**config.mk**
```make
export PLATFORM = sky130hd
export DESIGN_NAME = bitstream_prefetch
export DESIGN_NICKNAME = d
export VERILOG_FILES = /design/src/rtl/bitstream_pkg.sv /design/src/rtl/byte_fifo.sv /design/src/rtl/bitstream_prefetch.sv
export SDC_FILE = /design/constraint.sdc
export NUM_CORES = 1
export LEC_CHECK = 0
export CORE_MARGIN = 2
export CORE_UTILIZATION = 40
export DETAILED_ROUTE_END_ITERATION = 8
export PLACE_DENSITY = 0.59
export SLEW_MARGIN = 20
export SYNTH_ARGS = -nofsm -noshare
export SYNTH_HDL_FRONTEND = slang
export SYNTH_SLANG_ARGS = --single-unit
```
**constraint.sdc**
```tcl
create_clock -name clk -period 3.6 [get_ports clk]
set_clock_uncertainty 0.15 [all_clocks]
set_input_delay 0.72 -clock clk [delete_from_list [all_inputs] [get_ports clk]]
set_output_delay 0.72 -clock clk [all_outputs]
set_load 0.005 [all_outputs]
```
**src/rtl/bitstream_pkg.sv**
```systemverilog
// Shared types and constants for the CABAC bitstream prefetch stage.
package bitstream_pkg;

    typedef enum logic [2:0] {
        StIdle,
        StFetch,
        StWait,
        StUnpack,
        StDrain
    } state_t;

    localparam int unsigned WORD_BYTES = 4;
    localparam logic [7:0] EPB_BYTE = 8'h03;
    localparam logic [7:0] PAD_BYTE = 8'h00;

    // Big-endian byte select: byte 0 is the most significant byte.
    function automatic logic [7:0] word_byte(input logic [31:0] w, input logic [1:0] idx);
        case (idx)
            2'd0:    word_byte = w[31:24];
            2'd1:    word_byte = w[23:16];
            2'd2:    word_byte = w[15:8];
            default: word_byte = w[7:0];
        endcase
    endfunction

endpackage

```
**src/rtl/byte_fifo.sv**
```systemverilog
// Byte FIFO with wrap-around pointers and an occupancy counter; synchronous active-low reset.
module byte_fifo #(
    parameter int unsigned DEPTH = 8
) (
    input  logic                     clk,
    input  logic                     reset,
    input  logic                     push,
    input  logic [7:0]               push_data,
    input  logic                     pop,
    output logic [7:0]               pop_data,
    output logic                     full,
    output logic                     empty,
    output logic [$clog2(DEPTH):0]   free_cnt
);
    localparam int unsigned PTR_W = $clog2(DEPTH);
    localparam int unsigned CNT_W = PTR_W + 1;

    logic [7:0]       mem [DEPTH];
    logic [PTR_W-1:0] wr_ptr;
    logic [PTR_W-1:0] rd_ptr;
    logic [CNT_W-1:0] count;
    logic             push_ok;
    logic             pop_ok;

    assign full     = (count == CNT_W'(DEPTH));
    assign empty    = (count == '0);
    assign free_cnt = CNT_W'(DEPTH) - count;
    assign pop_data = mem[rd_ptr];
    assign push_ok  = push && !full;
    assign pop_ok   = pop && !empty;

    always_ff @(posedge clk) begin
        if (!reset) begin
            wr_ptr <= '0;
            rd_ptr <= '0;
            count  <= '0;
            for (int i = 0; i < DEPTH; i++) begin
                mem[i] <= '0;
            end
        end else begin
            if (push_ok) begin
                mem[wr_ptr] <= push_data;
                wr_ptr      <= wr_ptr + PTR_W'(1);
            end
            if (pop_ok) begin
                rd_ptr <= rd_ptr + PTR_W'(1);
            end
            count <= count + CNT_W'(push_ok) - CNT_W'(pop_ok);
        end
    end

endmodule

```
**src/rtl/bitstream_prefetch.sv**
```systemverilog
// Fetches slice words, unpacks big-endian bytes, strips emulation-prevention bytes and serves
// them one per request to the CABAC decoder, padding with 0x00 plus eos once exhausted.
module bitstream_prefetch
    import bitstream_pkg::*;
#(
    parameter int unsigned DEPTH  = 8,
    parameter int unsigned ADDR_W = 16,
    parameter int unsigned LEN_W  = 20
) (
    input  logic              clk,
    input  logic              reset,
    input  logic              start,
    input  logic [ADDR_W-1:0] base_addr,
    input  logic [LEN_W-1:0]  num_bytes,
    output logic              mem_rd_en,
    output logic [ADDR_W-1:0] mem_addr,
    input  logic [31:0]       mem_rd_data,
    input  logic              mem_rd_valid,
    input  logic              request,
    output logic [7:0]        data,
    output logic              data_ready,
    output logic              eos,
    output logic              busy,
    output logic [7:0]        epb_count
);
    localparam int unsigned CNT_W = $clog2(DEPTH) + 1;

    state_t            state_q;
    logic [ADDR_W-1:0] addr_q;
    logic [LEN_W-1:0]  raw_cnt_q;
    logic [LEN_W-1:0]  num_bytes_q;
    logic [31:0]       word_q;
    logic [1:0]        byte_idx_q;
    logic [1:0]        zero_run_q;
    logic              pending_q;

    logic              fifo_full;
    logic              fifo_empty;
    logic [CNT_W-1:0]  free_cnt;
    logic [7:0]        fifo_rdata;

    logic [7:0]        cur_byte;
    logic              in_unpack;
    logic              drop;
    logic              byte_push;
    logic [LEN_W-1:0]  raw_next;
    logic              word_done;
    logic              raw_left;
    logic              can_fetch;
    logic              issue_rd;
    logic              active;
    logic              req_ok;
    logic              serve;
    logic              pop;
    logic              pad;
    logic              set_pending;

    always_comb begin
        cur_byte  = word_byte(word_q, byte_idx_q);
        in_unpack = (state_q == StUnpack);
        drop      = in_unpack && (cur_byte == EPB_BYTE) && (zero_run_q == 2'd2);
        byte_push = in_unpack && !drop;
        raw_next  = raw_cnt_q + LEN_W'(1);
        word_done = (byte_idx_q == 2'd3) || (raw_next == num_bytes_q);
        raw_left  = (raw_next != num_bytes_q);
        // Pops only ever add room, so ignoring a same-cycle pop keeps the gate safe.
        can_fetch = (free_cnt - CNT_W'(byte_push)) >= CNT_W'(WORD_BYTES);
        issue_rd  = can_fetch && ((state_q == StFetch) || (in_unpack && word_done && raw_left));

        active      = (state_q == StFetch) || (state_q == StWait) || in_unpack;
        req_ok      = request && !pending_q;
        serve       = pending_q || req_ok;
        pop         = serve && !fifo_empty;
        pad         = serve && fifo_empty && !active;
        set_pending = req_ok && fifo_empty && active;
    end

    assign busy = (state_q != StIdle);

    byte_fifo #(
        .DEPTH (DEPTH)
    ) u_fifo (
        .clk       (clk),
        .reset     (reset),
        .push      (byte_push && !fifo_full),
        .push_data (cur_byte),
        .pop       (pop),
        .pop_data  (fifo_rdata),
        .full      (fifo_full),
        .empty     (fifo_empty),
        .free_cnt  (free_cnt)
    );

    always_ff @(posedge clk) begin
        if (!reset) begin
            state_q     <= StIdle;
            addr_q      <= '0;
            raw_cnt_q   <= '0;
            num_bytes_q <= '0;
            word_q      <= '0;
            byte_idx_q  <= '0;
            zero_run_q  <= '0;
            pending_q   <= 1'b0;
            mem_rd_en   <= 1'b0;
            mem_addr    <= '0;
            data        <= '0;
            data_ready  <= 1'b0;
            eos         <= 1'b0;
            epb_count   <= '0;
        end else begin
            mem_rd_en  <= 1'b0;
            data_ready <= 1'b0;

            if (pop) begin
                data       <= fifo_rdata;
                eos        <= 1'b0;
                data_ready <= 1'b1;
                pending_q  <= 1'b0;
            end else if (pad) begin
                data       <= PAD_BYTE;
                eos        <= 1'b1;
                data_ready <= 1'b1;
                pending_q  <= 1'b0;
            end else if (set_pending) begin
                pending_q <= 1'b1;
            end

            if (issue_rd) begin
                mem_rd_en <= 1'b1;
                mem_addr  <= addr_q;
                addr_q    <= addr_q + ADDR_W'(1);
            end

            case (state_q)
                StIdle: begin
                    if (start) begin
                        num_bytes_q <= num_bytes;
                        raw_cnt_q   <= '0;
                        zero_run_q  <= '0;
                        epb_count   <= '0;
                        if (num_bytes == '0) begin
                            state_q <= StDrain;
                        end else begin
                            // FIFO is always empty in idle, so the first read goes out at once.
                            mem_rd_en <= 1'b1;
                            mem_addr  <= base_addr;
                            addr_q    <= base_addr + ADDR_W'(1);
                            state_q   <= StWait;
                        end
                    end
                end
                StFetch: begin
                    if (issue_rd) begin
                        state_q <= StWait;
                    end
                end
                StWait: begin
                    if (mem_rd_valid) begin
                        word_q     <= mem_rd_data;
                        byte_idx_q <= '0;
                        state_q    <= StUnpack;
                    end
                end
                StUnpack: begin
                    raw_cnt_q  <= raw_next;
                    byte_idx_q <= byte_idx_q + 2'd1;
                    if (drop) begin
                        zero_run_q <= '0;
                        if (epb_count != 8'hFF) begin
                            epb_count <= epb_count + 8'd1;
                        end
                    end else if (cur_byte == 8'h00) begin
                        if (zero_run_q != 2'd2) begin
                            zero_run_q <= zero_run_q + 2'd1;
                        end
                    end else begin
                        zero_run_q <= '0;
                    end
                    if (word_done) begin
                        if (!raw_left) begin
                            state_q <= StDrain;
                        end else if (issue_rd) begin
                            state_q <= StWait;
                        end else begin
                            state_q <= StFetch;
                        end
                    end
                end
                StDrain: begin
                    if (fifo_empty && !pending_q) begin
                        state_q <= StIdle;
                    end
                end
                default: state_q <= StIdle;
            endcase
        end
    end

endmodule

```
Word level (Yosys, flattened, before mapping)
Memory sizes are Yosys's and may differ from the RTL's. A register that Yosys moved wholly into a read port is not among the register bits. Cells that the tools add are included.

Flip-flop bits (word level): 141. Bits in latches: 0. RAM bits: 64. ROM bits: 0. Input port bits: 73. Memories: 1.

Add/sub/neg operators: 12. $mul: 0. Divide/modulo/power cells: 0. $lt $le $gt $ge: 1. Equality and inequality tests: 22. Shift operators: 0. Mux-type cells: 48. Bitwise gates (word level): 1. Reductions and logical operators: 45.

Memory list: u_fifo.mem (words 8, width 8, rd ports 1, clocked after memory_dff 1, write ports 8, line byte_fifo.sv:18) `logic [7:0] mem [DEPTH];`.

Operators with widths (count): 2-to-1 mux 16 bit (8); 2-to-1 mux 8 bit (6); one-hot mux 20 bit (2 select lines) (1); adder 16 x 1 -> 16 bit, second input constant (2); 2-to-1 mux 3 bit (10); one-hot mux 8 bit (3 select lines) (1); adder 20 x 1 -> 20 bit, second input constant (1); equality test 20 bit (1); logical NOT 20 bit (1); 2-to-1 mux 20 bit (1); inequality test 20 bit (1); logical AND 1 bit (16); one-hot mux 8 bit (2 select lines) (1); one-hot mux 3 bit (5 select lines) (1); 2-to-1 mux 2 bit (6); 2-to-1 mux 1 bit (11); inequality test 2 bit, second input constant (5); adder 8 x 1 -> 8 bit, second input constant (1); equality test 8 x 2 -> 1 bit, second input constant (1); logical NOT 8 bit (1); inequality test 8 bit, second input constant (1); one-hot mux 2 bit (2 select lines) (2); AND reduction 2 bit (4); OR reduction 8 bit (1); 27 further kinds (45).

Logic depth before layout (Yosys ltp)
Depth after elaboration: 14. Mapped depth: 18.

Hierarchy
A second synthesis with hierarchy kept.

Cell total of the unflattened synthesis: 1171. Area, all modules: 10608.9 um2.

By module, submodules not included: bitstream_prefetch (instances 1, cells each 910, area each 7093.1 um2); byte_fifo (instances 1, cells each 261, area each 3515.9 um2).

Worst setup path after synthesis
Ideal clock, no wire load.

Kind: reg2reg. Start point: register byte_idx_q[0]. End point: register addr_q[8]. Arrival time: 3.438 ns. Required time: 3.376 ns. Path slack: -0.062 ns. Stages on the path, launching flop included: 18. Path buffers: 2. Period minus slack after synthesis: 3.662 ns. Path through: dfxtp_1 > inv_1 > ha_1 > clkbuf_1 > a222oi_1 > nand4_1 > o21ai_1 > a31o_2 > nand2_1 > ha_1 > xor2_1 > and2_1 > nor2_1 > and3_1 > clkbuf_1 > nand2_1 > or4_1 > a31oi_1.

Word-level cells in the longest chain between the ends: 14. Elaborated cells between the ends (all ways): 21.

Ends and longest elaborated chain: from (decl) (line bitstream_prefetch.sv:33) `logic [1:0] byte_idx_q;`; from (signal assigned) (line bitstream_prefetch.sv:166) `byte_idx_q <= byte_idx_q + 2'd1;`; equality test 2 bit, or another cell as far along (line bitstream_pkg.sv:18) `case (idx)`; one-hot mux 8 bit (3 select lines) (line bitstream_pkg.sv:18); equality test 8 x 2 -> 1 bit (line bitstream_prefetch.sv:61) `drop = in_unpack && (cur_byte == EPB_BYTE) && (zero_run_q == 2'd2);`; logical AND 1 bit (2 in series) (line bitstream_prefetch.sv:61); logical NOT 1 bit (line bitstream_prefetch.sv:62) `byte_push = in_unpack && !drop;`; logical AND 1 bit (line bitstream_prefetch.sv:62); subtractor 4 x 1 -> 4 bit (line bitstream_prefetch.sv:67) `can_fetch = (free_cnt - CNT_W'(byte_push)) >= CNT_W'(WORD_BYTES);`; >= comparator 4 x 3 -> 1 bit (line bitstream_prefetch.sv:67); logical AND 1 bit (*) (line bitstream_prefetch.sv:68) `issue_rd = can_fetch && ((state_q == StFetch) || (in_unpack && word_done && raw_left));`; 2-to-1 mux 16 bit (*) (line bitstream_prefetch.sv:128) `if (issue_rd) begin`; 2-to-1 mux 16 bit (line bitstream_prefetch.sv:141) `if (num_bytes == '0) begin`; 2-to-1 mux 16 bit (line bitstream_prefetch.sv:136) `if (start) begin`; 2-to-1 mux 16 bit (*) (line bitstream_prefetch.sv:134) `case (state_q)`; to (signal assigned) (line bitstream_prefetch.sv:131) `addr_q <= addr_q + ADDR_W'(1);`; to (signal assigned) (line bitstream_prefetch.sv:147) `addr_q <= base_addr + ADDR_W'(1);`; to (decl) (line bitstream_prefetch.sv:29) `logic [ADDR_W-1:0] addr_q;`.

Every way passes the cells marked *; elsewhere a longest branch is shown, timed or not. A chain may end at the register's enable or synchronous reset.

Final worst setup path
Start point: register byte_idx_q[0]. End point: register addr_q[5].

The elaborated chain is that of the path after synthesis.

==> results.yml <==
place:
  io_buffers: 108
  dpl.cell_count: 1560
  place.gp.congestion: 0.831
  post-dp-hpwl_um: 18300
floorplan:
  rows: 58
  die_area_mm2: 0.0273
  start_util_pct: 41.0
  die_h_um: 165
  die_w_um: 165
  core-area_mm2: 0.0253
  num_io_pins: 109
global_routing:
  grt_max_degree: 55
  antenna_found_initial: 0
  grt_pass1_wl_um: 43900
  overflow: 0
  grt_util_all_layers_pct: 20.0
  first_global_vias: 8473
finish:
  finalNetCount: 1352
  antennaDiodeCount: 0
  layout-drive-gt1-share_pct: 11.5
  final_cells: 1609
  regArea_mm2: 0.00481
  multi_input_area_mm2: 0.00522
  utilization_pct: 50.6
  synthToLayoutAreaGrowth_pct: 23.4
  fillers: 2411
flow_run:
  cap_violations: 0
power:
  p_per_area_mw_per_mm2: 532
  p_leak_nw: 4.53
  ir_worst_vdd_mv: 0.319
  power_w: 0.00681
worst_setup_path:
  cp_slowest_stage_delay_ns: 0.38
  path_class: "reg2reg"
  path_max_fanout: 6
  required_ns: 3.86
  critPathLaunchType: "register"
  worstPathArrival_ns: 3.71
  cp-end-kind: "register"
  cp_cell_sequence: "buf_4 > ha_4 > a222oi_1 > nand4_1 > o21ai_2 > a31o_2 > nand2_1 > ha_1 > xor2_1 > and2_4 > nor2_4 > nand3_2 > or2_4 > o31a_1 > o311a_1"
  critPathSlowestCell: "a222oi_1"
yosys:
  synthMuxAreaShare_pct: 4.74
  yosysUniqueCellTypes: 76
  synth_commonest_cells: "198 x nand2_1, 144 x dfxtp_1, 139 x nor2_1, 82 x a21oi_1, 71 x clkbuf_1"
  yosysWarnings: 0
  synth_edf_count: 64
  ys_ff_latch: 208
  synth_top_family_by_area: "simple AND/OR/NAND/NOR gates"
  yosysMostFrequentCell: "nand2_1"
  avgSynthCellArea_um2: 8.98
  yosys.area.top_type_share_pct: 27.8
  synth_ff_type: "dfxtp_1"
  postSynth.asyncResetShare_pct: 0
  synth_xor_area_share_pct: 4.14
  synth-compound-area-share_pct: 16.6
  ys_seq_area_share_pct: 46.3
  synth.area.top_cells: "dfxtp_1 28%, edfxtp_1 19%, nand2_1 7.2%, nor2_1 5.0%, a21oi_1 4.0%"
  synthesis.area_mm2: 0.0104
  yosysTopAreaCell: "dfxtp_1"
  synth_cells: 1156
  yosys.area_share.simple_pct: 21.7
  synthAdderAreaFrac_pct: 2.36
  synthesis.nets: 1248
sta:
  hold_violations: 0
  finalCritPeriodShare_pct: 95.8
  clock.fmax_mhz: 290
  finalSetupViolations: 0
  slew_headroom_pct: 46.0
  drv_slew: 0
  worst_pin_slew_ns: 0.809
  min_period_ns: 3.45
hold_path:
  hp-class: "reg2reg"
drt:
  drtAntennaViolNets: 0
  totalWireLength_um: 27100
  drt_iter0_drc: 757
  drt_pass1_iterations: 5
  drc: 0
  wl_per_cell_um: 16.8
  via_count: 8760
  vias_per_cell: 5.44
clock_tree:
  htree_num_levels: 1
  cts_tree: "built"
  cts_buffers: 25
  clkTransAtPathRegs_ns: 0.06
  cts_hold_buf: 0
  ctsLongestPathBuffers: 3
  clock_latency_ns: 0.53
  cts.sinks: 208
  root_buffer: "clkbuf_16"
status:
  status: "finished clean"
[per-stage QoR]
step	hold WS [ns]	setup slack [ns]	setup TNS [ns]	instance area [um2]
floorplan	0.286	0.0499	0	10400
global placement	0.301	0.00672	0	11900
detailed placement	0.302	-0.106	-0.991	11900
CTS	0.311	0.00165	0	12800
global route	0.334	-0.0242	-0.0713	12800
finish	0.314	0.151	0	12800
[power breakdown]
| part | internal [W] | total, W | switching, W |
|---|---|---|---|
| clock | 0.00140 | 0.00239 | 0.000997 |
| combinational | 0.000802 | 0.00162 | 0.000819 |
| sequential | 0.00262 | 0.00280 | 0.000173 |
[logic make-up after synthesis]
family                   after synthesis
AO/OA/AOI/OAI                        260
adder cells (fa/ha/maj)               19
XOR/XNOR                              49
buffers and inverters                106
flip-flops                           208
AND/OR/NAND/NOR                      486
multiplexers                          28
[critical path, delay by kind of cell, from the launching register on]
kind	cells	cell delay [ns]
xor gates and xnor gates	1	0.16
DFF	1	0.32
adders and majority gates	2	0.36
and+or+nand+nor	6	0.91
AOI/OAI and AO/OA	5	1.27
buffers and inverters	1	0.15
[placed cells by master, fill, tap and decap left out, types with 5 or more instances in the layout]
master and instances:
a222oi_1 7, clkinv_2 11, a311oi_1 9, nor2b_1 5
a21oi_1 82, mux4_2 16, a31oi_1 15, nor3_1 17
nor4_1 14, and4_1 5, edfxtp_1 64, o31ai_1 6
clkdlybuf4s50_1 107, o21ai_1 25, mux2_2 9, clkbuf_16 25
and3_1 17, buf_4 48, ha_1 15, a21boi_0 17
a22oi_1 12, clkbuf_1 5, nand2_1 198, xor2_1 17
a211oi_1 7, nor2_1 138, dfxtp_1 142, inv_1 18
nand3_1 29, o221a_1 15, nand4_1 18, o21ai_0 30
or3_1 10, xnor2_1 32
[per-layer routing]
metal | part of all wire [%] | track usage (%) | vias up
met5 | 0 | 0 | -
met4 | 2.2 | 4.58 | 0
met3 | 4.2 | 2.55 | 37
met2 | 44 | 32.1 | 203
met1 | 49 | 28.9 | 4151
li1 | - | - | 4369
[flip-flops by register name, summed over array words and instances, names as in the netlist, 3 cells and up, named ones only]
signal         flops
addr_q            16
num_bytes_q       20
u_fifo.rd_ptr      3
word_q            32
u_fifo.mem        64
u_fifo.count       4
mem_addr          16
epb_count          8
u_fifo.wr_ptr      3
state_q            3
data               8
raw_cnt_q         20
[worst paths after layout]
check | start | to | slack (ns) | cells past startpoint
max | byte_idx_q[0] | addr_q[5] | 0.15 | 15
min | word_q[30] | word_q[30] | 0.31 | 2
max reg2reg | byte_idx_q[0] | addr_q[5] | 0.15 | 15
min reg2reg | word_q[30] | word_q[30] | 0.31 | 2
[final cells by class]
cell class / instances / share of cell area [%]
flip-flops and latches: 208 / 37.5
clock inverters: 14 / 0.840
inverters: 22 / 0.654
clock buffers: 32 / 5.24
repair buffers: 161 / 11.8
well taps: 330 / 3.22
multi-input cells: 842 / 40.7
[repair_timing]
action	4_1_cts	5_1_grt
pin swaps	5	11
setup endpoints to repair	20	28
gates resized for setup	7	12
buffers inserted	3	0
Note: power is estimated with default switching activity, not from simulation.
